===== src/rtl/mips_fetch_if.sv =====
// Fetch-stage bundle: instruction-memory port, redirect/stall controls from
// the hazard/decode/execute logic, and the IF/ID register contents.
interface mips_fetch_if;
  logic [31:0] imem_addr;
  logic [31:0] imem_inst;
  logic        stall;
  logic        branch_taken;
  logic [31:0] branch_target;
  logic        jump;
  logic        jump_reg;
  logic [31:0] jr_target;
  logic [31:0] if_id_inst;
  logic [31:0] if_id_pc_plus4;
  logic        if_id_valid;
  logic        fetch_fault;
  logic [31:0] fetch_count;

  // Fetch stage side
  modport master (
    output imem_addr, if_id_inst, if_id_pc_plus4, if_id_valid,
           fetch_fault, fetch_count,
    input  imem_inst, stall, branch_taken, branch_target,
           jump, jump_reg, jr_target
  );

  // Surrounding pipeline / memory side
  modport slave (
    input  imem_addr, if_id_inst, if_id_pc_plus4, if_id_valid,
           fetch_fault, fetch_count,
    output imem_inst, stall, branch_taken, branch_target,
           jump, jump_reg, jr_target
  );
endinterface


===== src/rtl/mips_fetch_stage.sv =====
// MIPS instruction-fetch stage: program counter, next-PC selection
// (branch > stall > jr > j > sequential), and the IF/ID pipeline register.
module mips_fetch_stage #(
  parameter logic [31:0] RESET_PC   = 32'h0000_0000,
  parameter logic [31:0] NOP_INST   = 32'h0000_0000,
  parameter int          IMEM_WORDS = 32
) (
  input  logic          clk,
  input  logic          rst,
  mips_fetch_if.master  bus
);

  localparam logic [32:0] IMEM_BYTES = 33'(IMEM_WORDS) * 33'd4;

  // IF stage state
  logic [31:0] pc_p0;
  // IF/ID register
  logic [31:0] inst_p1;
  logic [31:0] pc_plus4_p1;
  logic        vld_p1;
  logic [31:0] count_p1;

  logic [31:0] pc_plus4_p0;
  logic [31:0] jump_target_p0;
  logic        fault_p0;
  logic [31:0] next_pc_p0;
  logic        flush_p0;
  logic        hold_p0;

  // J/JAL target: upper PC+4 nibble concatenated with the word index field
  function automatic logic [31:0] jump_target(input logic [31:0] pc_plus4,
                                              input logic [31:0] inst);
    return {pc_plus4[31:28], inst[25:0], 2'b00};
  endfunction

  // Fetch address is unusable when misaligned or past the end of memory
  function automatic logic addr_fault(input logic [31:0] addr);
    return (addr[1:0] != 2'b00) || ({1'b0, addr} >= IMEM_BYTES);
  endfunction

  assign pc_plus4_p0    = pc_p0 + 32'd4;
  assign jump_target_p0 = jump_target(pc_plus4_p1, inst_p1);
  assign fault_p0       = addr_fault(pc_p0);

  // Next-PC and IF/ID action; an older branch in EX beats a stall in ID,
  // and jumps only count when the ID-stage instruction is real
  always_comb begin
    next_pc_p0 = pc_plus4_p0;
    flush_p0   = 1'b0;
    hold_p0    = 1'b0;
    if (bus.branch_taken) begin
      next_pc_p0 = bus.branch_target;
      flush_p0   = 1'b1;
    end else if (bus.stall) begin
      next_pc_p0 = pc_p0;
      hold_p0    = 1'b1;
    end else if (bus.jump_reg && vld_p1) begin
      next_pc_p0 = bus.jr_target;
      flush_p0   = 1'b1;
    end else if (bus.jump && vld_p1) begin
      next_pc_p0 = jump_target_p0;
      flush_p0   = 1'b1;
    end
  end

  // Program counter update
  always_ff @(posedge clk or posedge rst) begin
    if (rst) begin
      pc_p0 <= RESET_PC;
    end else begin
      pc_p0 <= next_pc_p0;
    end
  end

  // ---- IF -> ID boundary ----
  // IF/ID register: flush to a bubble, hold on stall, else capture the fetch
  always_ff @(posedge clk or posedge rst) begin
    if (rst) begin
      inst_p1     <= NOP_INST;
      pc_plus4_p1 <= 32'd0;
      vld_p1      <= 1'b0;
      count_p1    <= 32'd0;
    end else if (flush_p0) begin
      inst_p1     <= NOP_INST;
      pc_plus4_p1 <= 32'd0;
      vld_p1      <= 1'b0;
    end else if (!hold_p0) begin
      inst_p1     <= fault_p0 ? NOP_INST : bus.imem_inst;
      pc_plus4_p1 <= pc_plus4_p0;
      vld_p1      <= !fault_p0;
      if (!fault_p0) begin
        count_p1 <= count_p1 + 32'd1;
      end
    end
  end

  assign bus.imem_addr      = pc_p0;
  assign bus.fetch_fault    = fault_p0;
  assign bus.if_id_inst     = inst_p1;
  assign bus.if_id_pc_plus4 = pc_plus4_p1;
  assign bus.if_id_valid    = vld_p1;
  assign bus.fetch_count    = count_p1;

endmodule


===== src/flat_wrapper.sv =====
// flat-port wrapper written by rule: the top's interface ports become plain ports
module mips_fetch_stage_flat 
#(
  parameter logic [31:0] RESET_PC   = 32'h0000_0000,
  parameter logic [31:0] NOP_INST   = 32'h0000_0000,
  parameter int          IMEM_WORDS = 32
)
  (clk, rst, bus_imem_addr, bus_if_id_inst, bus_if_id_pc_plus4, bus_if_id_valid, bus_fetch_fault, bus_fetch_count, bus_imem_inst, bus_stall, bus_branch_taken, bus_branch_target, bus_jump, bus_jump_reg, bus_jr_target);
  mips_fetch_if bus_i ();
  input  logic clk;
  input  logic rst;
  output wire logic [$bits(bus_i.imem_addr)-1:0] bus_imem_addr;
  output wire logic [$bits(bus_i.if_id_inst)-1:0] bus_if_id_inst;
  output wire logic [$bits(bus_i.if_id_pc_plus4)-1:0] bus_if_id_pc_plus4;
  output wire logic [$bits(bus_i.if_id_valid)-1:0] bus_if_id_valid;
  output wire logic [$bits(bus_i.fetch_fault)-1:0] bus_fetch_fault;
  output wire logic [$bits(bus_i.fetch_count)-1:0] bus_fetch_count;
  input wire logic [$bits(bus_i.imem_inst)-1:0] bus_imem_inst;
  input wire logic [$bits(bus_i.stall)-1:0] bus_stall;
  input wire logic [$bits(bus_i.branch_taken)-1:0] bus_branch_taken;
  input wire logic [$bits(bus_i.branch_target)-1:0] bus_branch_target;
  input wire logic [$bits(bus_i.jump)-1:0] bus_jump;
  input wire logic [$bits(bus_i.jump_reg)-1:0] bus_jump_reg;
  input wire logic [$bits(bus_i.jr_target)-1:0] bus_jr_target;
  assign bus_imem_addr = bus_i.imem_addr;
  assign bus_if_id_inst = bus_i.if_id_inst;
  assign bus_if_id_pc_plus4 = bus_i.if_id_pc_plus4;
  assign bus_if_id_valid = bus_i.if_id_valid;
  assign bus_fetch_fault = bus_i.fetch_fault;
  assign bus_fetch_count = bus_i.fetch_count;
  assign bus_i.imem_inst = bus_imem_inst;
  assign bus_i.stall = bus_stall;
  assign bus_i.branch_taken = bus_branch_taken;
  assign bus_i.branch_target = bus_branch_target;
  assign bus_i.jump = bus_jump;
  assign bus_i.jump_reg = bus_jump_reg;
  assign bus_i.jr_target = bus_jr_target;
  mips_fetch_stage #(.RESET_PC(RESET_PC), .NOP_INST(NOP_INST), .IMEM_WORDS(IMEM_WORDS)) u_core (.clk(clk), .rst(rst), .bus(bus_i));
endmodule

===== config.mk =====
export PLATFORM = sky130hd
export DESIGN_NAME = mips_fetch_stage_flat
export DESIGN_NICKNAME = d
export VERILOG_FILES = /design/src/rtl/mips_fetch_if.sv /design/src/rtl/mips_fetch_stage.sv /design/src/flat_wrapper.sv
export SDC_FILE = /design/constraint.sdc
export NUM_CORES = 1
export LEC_CHECK = 0
export CORE_MARGIN = 2
export CORE_UTILIZATION = 58
export CTS_BUF_LIST = sky130_fd_sc_hd__clkbuf_8
export CTS_CLUSTER_SIZE = 40
export DETAILED_ROUTE_END_ITERATION = 10
export DONT_BUFFER_PORTS = 1
export PLACE_DENSITY = 0.81
export REMOVE_ABC_BUFFERS = 1
export SYNTH_ARGS = -nofsm -noshare
export SYNTH_HDL_FRONTEND = slang
export SYNTH_SLANG_ARGS = --single-unit
export TNS_END_PERCENT = 50

===== constraint.sdc =====
create_clock -name clk -period 8.8 [get_ports clk]
set_clock_uncertainty 0.2 [all_clocks]
set_input_delay 2.2 -clock clk [delete_from_list [all_inputs] [get_ports clk]]
set_output_delay 2.2 -clock clk [all_outputs]
set_load 0.02 [all_outputs]

==> qor.csv <==
stage;metric;value;unit
outcome;outcome;completed;
placed_design;placed_area;6560;µm²
final_layout;final_core_util;0.636;
synthesis;ys.flop_type;dfrtp_1;
global_routing;grt_pass1_vias;5428;
synthesis;ys_types;61;
global_routing;antenna_found_initial;1;
clock_tree;post_cts_buffers;0;
global_routing;grt_pass1_wl;29700;µm
final_layout;layout-drive-gt1-share;0.0741;
synthesis;synthArstFlopShare;1.00;
power_and_ir_drop;p_switching;0.000389;W
routing;routed_wl;19900;µm
floorplan;start_util;0.600;
synthesis;synth_common_cells;129 x dfrtp_1, 84 x nand2_1, 45 x o21ai_0;
final_layout;stdcell_area;6920;µm²
setup_path;crit_required;6.40;ns
routing;detail_route.wl_per_cell;24.8;µm
timing;period_share;0.526;
routing;via_per_inst;6.96;
timing;tightestPinTransition;1.21;ns
setup_path;cp_max_fo;8;
clock_tree;max-clock-path-buffers;2;
placed_design;portBuffers;0;
synthesis;syn_area;6530;µm²
routing;num_vias;5582;
synthesis;synth_cells;673;
power_and_ir_drop;clockPowerShare;0.366;
power_and_ir_drop;ir_worst_vdd;0.000101;V
floorplan;io_pins;232;
timing;fmax;216;MHz
setup_path;crit_arrival;2.23;ns
floorplan;die-area;12100;µm²
floorplan;num_rows;38;
min_path;hold_path.class;reg -> reg;
timing;hold_viol;0;
routing;post-route-drc-count;0;
routing;firstDrtPassIters;6;
synthesis;yosysTopAreaCell;dfrtp_1;
floorplan;dieHeight;110;µm
synthesis;synth_edf_count;0;
power_and_ir_drop;switching_share;0.299;
power_and_ir_drop;power.share.sequential;0.549;
final_layout;area_delta_synth_final;6.08;%
routing;ant_nets;0;
synthesis;ys_ff_latch;129;
clock_tree;cts-buffers-inserted;17;
clock_tree;cts_tree;built;
placed_design;place_congestion;0.879;
setup_path;ff2ff_setup_slack;5.69;ns
clock_tree;htree_levels;4;
timing;setup_viol;0;
power_and_ir_drop;combPwrFrac;0.085;
timing;post-route-min-period;4.63;ns
clock_tree;path_clk_slew;0.07;ns
clock_tree;root_buffer;clkbuf_8;
job;cap_violations;0;
synthesis;yosys_warnings;0;
floorplan;core-area;10900;µm²
timing;grt_setup_unrepaired;false;
setup_path;worst-setup-path-type;reg -> out;
final_layout;stdcell_count;802;
placed_design;dp_cells;770;
clock_tree;hold_buffers;0;
power_and_ir_drop;p_int;0.000910;W
clock_tree;post_cts_resized;0;
timing;drv_slew;0;
global_routing;grt_max_degree;84;
final_layout;final_nets;754;
synthesis;syn-mean-instance-area;9.70;µm²
routing;dr.first_iter.drc_count;602;
timing;fin_setup_tns;0;ns
clock_tree;cts_num_sinks;129;
timing;maxSlewHeadroom;0.184;
floorplan;die_x;110;µm
clock_tree;clkLatencyLatePin;0.46;ns
setup_path;worst_setup_path_end_kind;output port;
global_routing;grtUsageTotal;0.330;
synthesis;synth.area.top_cells;dfrtp_1 49%, xnor2_1 5.5%, a22o_1 4.8%;
synthesis;synth_top_area_frac;0.495;
synthesis;ys_seq_area_frac;0.495;
power_and_ir_drop;power.density;188;nW/µm²
placed_design;dpl.hpwl;13100;µm
synthesis;yosysMostFrequentCell;dfrtp_1;
setup_path;cp-start-kind;register;
power_and_ir_drop;leakagePower;2.99;nW
final_layout;fill_cells;892;
global_routing;grt_overflow;0;
area by class of cell:
| cell class | instances | area [µm²] | area share |
|---|---|---|---|
| flip-flops and latches | 129 | 3230 | 0.466 |
| multi-input cells | 486 | 3080 | 0.444 |
| clock buffers | 21 | 289 | 0.0417 |
| well taps | 140 | 175 | 0.0253 |
| clock inverters | 10 | 70.1 | 0.0101 |
| repair buffers | 6 | 45.0 | 0.00651 |
| inverters | 9 | 38.8 | 0.00560 |
| diodes | 1 | 2.50 | 0.000361 |
state kept, by name (all words and copies together) (netlist names):
register / count
u_core.bus.imem_addr: 32
u_core.bus.if_id_inst: 32
u_core.bus.if_id_pc_plus4: 32
u_core.bus.if_id_valid: 1
u_core.bus.fetch_count: 32
power by group through the flow:
stage          Combinational [W]  Sequential, W  Clock (W)
2_1_floorplan          0.0000861       0.000702          0
3_3_place_gp            0.000105       0.000721          0
3_5_place_dp            0.000110       0.000723          0
4_1_cts                 0.000110       0.000712   0.000475
5_1_grt                 0.000124       0.000718   0.000503
6_report                0.000110       0.000714   0.000475
kinds of logic after synthesis:
family,count (synthesis),synth area share
buffers and inverters,58,0.0364
and+or+nand+nor,234,0.182
muxes,3,0.00479
DFF,129,0.495
xor gates and xnor gates,52,0.0698
adders and majority gates,3,0.00575
AOI/OAI and AO/OA,194,0.206
worst paths after layout:
path                                       startpoint                      endpoint  cells after the start
min in group asynchronous                         rst  u_core.bus.if_id_pc_plus4[0]                      1
min                        u_core.bus.fetch_count[31]    u_core.bus.fetch_count[31]                      1
min reg2reg                u_core.bus.fetch_count[31]    u_core.bus.fetch_count[31]                      1
max in group asynchronous                         rst  u_core.bus.if_id_pc_plus4[8]                      2
max reg2reg                  u_core.bus.imem_addr[18]    u_core.bus.fetch_count[28]                      5
max                          u_core.bus.imem_addr[19]               bus_fetch_fault                      3
layer usage:
layer	vias up	share of wire	track usage
li1	2422	-	-
met1	2762	0.38	0.410
met2	348	0.48	0.512
met3	50	0.12	0.137
met4	0	0.022	0.127
met5	-	0	0
stage by stage:
stage	total power, W	setup WS (ns)	hold WS (ns)
after CTS	0.00130	4.18	0.420
after floorplan	0.000788	2.87	0.382
after global routing	0.00135	4.12	0.426
final	0.00130	4.17	0.426
after global placement	0.000826	4.16	0.406
after detailed placement	0.000833	4.08	0.406
layout by cell type, fill, tap and decap left out, types with 10 or more instances in the layout:
| master | netlist | layout |
|---|---|---|
| nand2_1 | 84 | 84 |
| inv_1 | 7 | 10 |
| nand3_1 | 32 | 32 |
| dfrtp_1 | 129 | 129 |
| xor2_1 | 11 | 11 |
| and3_1 | 14 | 14 |
| and4_1 | 11 | 11 |
| o21ai_0 | 45 | 45 |
| nor4_1 | 12 | 12 |
| nand4_1 | 19 | 19 |
| nor3_1 | 15 | 14 |
| clkbuf_8 | 0 | 21 |
| nor2_1 | 30 | 29 |
| xnor2_1 | 41 | 41 |
| a22o_1 | 36 | 36 |
| a21oi_1 | 38 | 38 |
worst max-delay path, cell delays in order (launching register included):
cell and delay (ns):
dfrtp_1 0.59, nor4_1 0.38, nand3_1 0.34, or2_2 0.46
Power figures use the tool's default switching activity.
